<file path="src/rtl/bus_master_port_pkg.sv">
// Shared system-bus definitions: active-low level names, direction codes,
// transaction state encoding and default bus widths.
package bus_master_port_pkg;

    localparam logic ENABLE_  = 1'b0;
    localparam logic DISABLE_ = 1'b1;
    localparam logic READ     = 1'b1;
    localparam logic WRITE    = 1'b0;

    localparam int BUS_ADDR_W = 30;
    localparam int BUS_DATA_W = 32;

    typedef enum logic [1:0] {
        ST_IDLE = 2'd0,
        ST_REQ  = 2'd1,
        ST_ADDR = 2'd2,
        ST_WAIT = 2'd3
    } bus_state_t;

    // Enough bits to hold 0..timeout, never narrower than one bit.
    function automatic int cnt_width(input int timeout);
        return (timeout < 1) ? 1 : $clog2(timeout + 1);
    endfunction

endpackage

</file>
<file path="src/rtl/bus_timeout_cnt.sv">
// Slave-ready timeout counter: counts enabled cycles from a clear and flags the
// last allowed cycle. TIMEOUT=0 ties the terminal count off permanently.
module bus_timeout_cnt
    import bus_master_port_pkg::*;
#(
    parameter int TIMEOUT = 1024
) (
    input  logic clk,
    input  logic reset,
    input  logic clear,
    input  logic en,
    output logic tc
);

    localparam int               CNT_W   = cnt_width(TIMEOUT);
    localparam bit               ENABLED = (TIMEOUT != 0);
    localparam logic [CNT_W-1:0] TC_VAL  = ENABLED ? CNT_W'(TIMEOUT - 1) : '0;

    logic [CNT_W-1:0] cnt;

    // With the tie-off the counter may wrap freely; tc never asserts.
    always_ff @(posedge clk) begin
        if (reset || clear) begin
            cnt <= '0;
        end else if (en) begin
            cnt <= cnt + CNT_W'(1);
        end
    end

    assign tc = ENABLED && (cnt == TC_VAL);

endmodule

</file>
<file path="src/rtl/bus_master_port.sv">
// Master-side bus access engine: arbitrates for the shared bus, issues one
// address strobe, waits for slave ready (or times out) and reports back.
//
// state | meaning
// IDLE  | bus released, waiting for cpu_req
// REQ   | bus_req_ asserted, waiting for arbiter grant
// ADDR  | one-cycle address strobe
// WAIT  | waiting for slave ready, timeout counter running
module bus_master_port
    import bus_master_port_pkg::*;
#(
    parameter int ADDR_W  = BUS_ADDR_W,
    parameter int DATA_W  = BUS_DATA_W,
    parameter int TIMEOUT = 1024
) (
    input  logic              clk,
    input  logic              reset,
    input  logic              cpu_req,
    input  logic              cpu_rw,
    input  logic [ADDR_W-1:0] cpu_addr,
    input  logic [DATA_W-1:0] cpu_wr_data,
    output logic [DATA_W-1:0] cpu_rd_data,
    output logic              cpu_busy,
    output logic              cpu_done,
    output logic              cpu_err,
    output logic              bus_req_,
    input  logic              bus_grnt_,
    output logic              bus_as_,
    output logic              bus_rw,
    output logic [ADDR_W-1:0] bus_addr,
    output logic [DATA_W-1:0] bus_wr_data,
    input  logic [DATA_W-1:0] bus_rd_data,
    input  logic              bus_rdy_
);

    bus_state_t        state, state_nxt;
    logic              req_nxt, as_nxt, rw_nxt, done_nxt, err_nxt;
    logic [ADDR_W-1:0] addr_nxt;
    logic [DATA_W-1:0] wd_nxt, rd_nxt;
    logic              tmo_tc;

    // Cleared during ADDR so the count starts at zero on WAIT entry.
    bus_timeout_cnt #(.TIMEOUT(TIMEOUT)) u_tmo (
        .clk   (clk),
        .reset (reset),
        .clear (state == ST_ADDR),
        .en    (state == ST_WAIT),
        .tc    (tmo_tc)
    );

    always_comb begin
        state_nxt = state;
        req_nxt   = bus_req_;
        as_nxt    = DISABLE_;
        rw_nxt    = bus_rw;
        addr_nxt  = bus_addr;
        wd_nxt    = bus_wr_data;
        rd_nxt    = cpu_rd_data;
        done_nxt  = 1'b0;
        err_nxt   = 1'b0;
        case (state)
            ST_IDLE: begin
                req_nxt = DISABLE_;
                if (cpu_req) begin
                    state_nxt = ST_REQ;
                    req_nxt   = ENABLE_;
                    rw_nxt    = cpu_rw;
                    addr_nxt  = cpu_addr;
                    wd_nxt    = cpu_wr_data;
                end
            end
            ST_REQ: begin
                if (bus_grnt_ == ENABLE_) begin
                    state_nxt = ST_ADDR;
                    as_nxt    = ENABLE_;
                end
            end
            ST_ADDR: begin
                state_nxt = ST_WAIT;
            end
            ST_WAIT: begin
                // Ready on the terminal-count cycle still completes normally.
                if (bus_rdy_ == ENABLE_) begin
                    state_nxt = ST_IDLE;
                    req_nxt   = DISABLE_;
                    done_nxt  = 1'b1;
                    if (bus_rw == READ) begin
                        rd_nxt = bus_rd_data;
                    end
                end else if (tmo_tc) begin
                    state_nxt = ST_IDLE;
                    req_nxt   = DISABLE_;
                    err_nxt   = 1'b1;
                    rd_nxt    = '0;
                end
            end
            default: begin
                state_nxt = ST_IDLE;
                req_nxt   = DISABLE_;
            end
        endcase
    end

    always_ff @(posedge clk) begin
        if (reset) begin
            state       <= ST_IDLE;
            bus_req_    <= DISABLE_;
            bus_as_     <= DISABLE_;
            bus_rw      <= READ;
            bus_addr    <= '0;
            bus_wr_data <= '0;
            cpu_rd_data <= '0;
            cpu_busy    <= 1'b0;
            cpu_done    <= 1'b0;
            cpu_err     <= 1'b0;
        end else begin
            state       <= state_nxt;
            bus_req_    <= req_nxt;
            bus_as_     <= as_nxt;
            bus_rw      <= rw_nxt;
            bus_addr    <= addr_nxt;
            bus_wr_data <= wd_nxt;
            cpu_rd_data <= rd_nxt;
            cpu_busy    <= (state_nxt != ST_IDLE);
            cpu_done    <= done_nxt;
            cpu_err     <= err_nxt;
        end
    end

endmodule

</file>
<file path="config.mk">
export PLATFORM = sky130hd
export DESIGN_NAME = bus_master_port
export DESIGN_NICKNAME = d
export VERILOG_FILES = /design/src/rtl/bus_master_port_pkg.sv /design/src/rtl/bus_timeout_cnt.sv /design/src/rtl/bus_master_port.sv
export SDC_FILE = /design/constraint.sdc
export NUM_CORES = 1
export LEC_CHECK = 0
export CAP_MARGIN = 20
export CORE_ASPECT_RATIO = 2
export CORE_MARGIN = 10
export CORE_UTILIZATION = 45
export CTS_CLUSTER_SIZE = 8
export DETAILED_ROUTE_END_ITERATION = 10
export GPL_TIMING_DRIVEN = 1
export PLACE_DENSITY_LB_ADDON = 0.1
export SYNTH_ARGS = -nofsm -noshare
export SYNTH_HDL_FRONTEND = slang
export SYNTH_SLANG_ARGS = --single-unit
</file>
<file path="constraint.sdc">
create_clock -name clk -period 5.09 [get_ports clk]
set_clock_uncertainty 0.1 [all_clocks]
set_input_delay 1.018 -clock clk [delete_from_list [all_inputs] [get_ports clk]]
set_output_delay 1.018 -clock clk [all_outputs]
set_load 0.02 [all_outputs]
</file>
==> flow_summary.yaml <==
synthesis:
  ys_types: 34
  synthFlopType: "dfxtp_1"
  async_flop_share_pct: 0
  synth_cells: 512
  yosysSeqAreaShare_pct: 50.73
  synth_warnings: 0
  synth_edf_count: 0
  synth-seq-cells: 113
  synth_area_per_cell_um2: 8.710
  synth.area.top_cells: "dfxtp_1 51%, nand2_1 11%, a21oi_1 8.0%"
  synth_fa_ha_area_share_pct: 0.2806
  yosysTopAreaCell: "dfxtp_1"
  synthMuxAreaShare_pct: 0.4489
  synth_xor_area_share_pct: 0.1964
  synth_common_cells: "132 x nand2_1, 113 x dfxtp_1, 71 x a21oi_1, 38 x inv_1, 36 x nand3_1"
  synth_top_family_by_area: "simple AND/OR/NAND/NOR gates"
  synth.most_common_cell: "nand2_1"
  synth.net_count: 613
  synth_compound_area_share_pct: 19.95
  netlist_area_um2: 4459
  synth_top_area_share_pct: 50.73
  yosys.area_share.simple_pct: 20.20
setup_path:
  ff2ff_path_depth: 4
  critPathKind: "in2reg"
  cp_cell_sequence: "clkdlybuf4s50_1, or3b_2, buf_4, nand2_1, a21oi_1"
  crit_arrival_ps: 2800
  required_ps: 5240
  cp-start-kind: "input pin"
  critPathBufInv: 2
  critPathSlowestCell: "or3b_2"
  path_delay_family: "buffers and inverters"
  r2r-start: "state[1]"
  critPathMaxStageDelay_ps: 700
  worst_setup_path_end_kind: "flop"
  reg2reg_slack_ps: 2820
  rr_endpoint: "cpu_rd_data[23]"
  cp_max_fo: 42
sta:
  finalCritPeriodShare_pct: 51.99
  slew_viol_final: 0
  slew_headroom_pct: 34.84
  fin_tns_setup_ps: 0
  period_minus_slack_ps: 2646
  fmax_ghz: 0.3779
  rsz0062_at_grt: "no"
  whs_ps: 351.0
  finalSetupViolations: 0
  hold_violations: 0
  worstMarginPinSlew_ps: 977.4
finish:
  seqCellArea_um2: 2262
  fill_cells: 782
  antenna_cells: 0
  final_cells: 841
  multi_input_area_um2: 1837
  nNetsFinal: 797
  design_area_um2: 7030
  syn_to_final_growth_pct: 57.66
  drive_above_1_share_pct: 10.58
die:
  initial_core_util_pct: 45.98
  core_um2: 9699
  fp.dieH_um: 160.8
  dieWidth_um: 90.39
  die-area_um2: 14530
  rows: 51
  ios: 200
cts:
  cts_setup_buffers: 0
  cts.sinks: 113
  post_cts_resized: 0
  htreeDepth: 4
  cts_buffers: 17
  clk_latency_ps: 400
  clkSlewWorstSetupHoldPaths_ps: 50
  clockBufferDepth: 2
  postCtsHoldBufs: 0
  cts_tree: "done"
  cts_root_buf: "clkbuf_16"
drt:
  antenna_left: 0
  drcViolationCount: 0
  vias_per_cell: 5.093
  drt-total-wl_mm: 13.85
  drt_iter0_markers: 170
  vias: 4283
  avgRoutedWirePerCell_um: 16.47
  drt_first_pass_iters: 4
place:
  dpl.hpwl_mm: 10.28
  gp_congestion: 0.7983
  dpl_cell_area_um2: 6439
  place_inst: 809
  io_buffers: 199
global_route:
  grt_use_total_pct: 19.16
  grt_pass1_wl_mm: 22.67
  grt_max_degree: 69
  grt_pass1_vias: 4386
  grt_overflow: 0
  antenna_found_initial: 0
pwr:
  p_per_area_nw_per_um2: 354.9
  p_leak_nw: 2.519
  finalPower_mw: 2.495
  ir_worst_vdd_mv: 0.2752
min_path:
  whs_path_depth: 2
  whs_endpoint: "bus_wr_data[6]"
  min_path_type: "reg2reg"
  hold_start: "bus_wr_data[6]"
flow_run:
  max_cap_violations: 0
run_status:
  status: "complete, no violations"
==> worst max-delay path by stage <==
stage	startpoint	to	slack (ps)	cells after the start
6_report	cpu_req	bus_wr_data[26]	2440	5
5_1_grt	bus_rdy_	cpu_rd_data[23]	2380	4
4_1_cts	cpu_req	bus_wr_data[26]	2460	5
3_5_place_dp	cpu_req	bus_wr_data[7]	2070	5
3_3_place_gp	cpu_req	bus_req_	2080	4
2_1_floorplan	reset	cpu_rd_data[14]	2870	6
==> stage by stage <==
step / util (%) / setup slack, ps
floorplan: - / 2867
global route: 72.48 / 2378
finish: 72.48 / 2444
global placement: 66.38 / 2075
CTS: 72.48 / 2462
detailed placement: 66.38 / 2074
==> power breakdown <==
part           internal (mW)  total, mW  leakage (nW)  switching (mW)
registers              0.935      0.967         0.921          0.0321
logic                  0.182      0.375          1.31           0.193
clock network          0.766       1.15         0.288           0.387
total                   1.88       2.50          2.52           0.612
==> state kept, by name (all words and copies together), names as in the netlist <==
name,flops
bus_addr,30
bus_as_,1
bus_req_,1
state,2
cpu_busy,1
cpu_err,1
cpu_done,1
bus_rw,1
cpu_rd_data,32
u_tmo.cnt,11
bus_wr_data,32
==> worst reg2reg max path, delay by kind of cell (launching register included) <==
family | cells | cell delay, ps
buffers and inverters | 1 | 510
AOI/OAI and AO/OA | 1 | 130
and+or+nand+nor | 2 | 730
DFF | 1 | 650
==> per-layer routing <==
metal	share of wire [%]	vias to the layer above	track usage, %
met5	0	-	0
met4	3.0	0	9.461
met3	9.3	26	9.290
met2	51	179	32.27
met1	36	1984	19.23
li1	-	2094	-
==> cell families (layout without fill, tap and decap cells) <==
| group | Yosys count | after routing |
|---|---|---|
| buffers and inverters | 78 | 275 |
| XOR/XNOR | 1 | 1 |
| flip-flops | 113 | 113 |
| AO/OA/AOI/OAI | 120 | 120 |
| adder cells (fa/ha/maj) | 1 | 1 |
| AND/OR/NAND/NOR | 197 | 197 |
| multiplexers | 2 | 2 |
==> cell type report <==
class                           instances  share of cell area (%)
Sequential cell                       113                   32.18
Inverter                               38                   2.029
Multi-Input combinational cell        321                   26.13
Tap cell                              132                   2.349
Timing Repair Buffer                  205                   28.90
Clock inverter                         10                   1.531
Clock buffer                           22                   6.887
==> cells in the final DEF, fill, tap and decap left out, types with 3 or more instances in the layout <==
| cell | netlist | final |
|---|---|---|
| a21oi_1 | 71 | 71 |
| buf_4 | 0 | 6 |
| clkbuf_16 | 0 | 17 |
| clkbuf_8 | 0 | 4 |
| clkdlybuf4s50_1 | 0 | 198 |
| clkinv_2 | 0 | 5 |
| clkinvlp_4 | 0 | 3 |
| dfxtp_1 | 113 | 113 |
| inv_1 | 38 | 38 |
| nand2_1 | 132 | 132 |
| nand3_1 | 36 | 36 |
| nor4_1 | 4 | 4 |
| o21ai_0 | 6 | 6 |
| o31ai_1 | 6 | 6 |
| o31ai_2 | 27 | 27 |
| o31ai_4 | 3 | 3 |
| or4_1 | 6 | 6 |
Power figures use the tool's default switching activity.
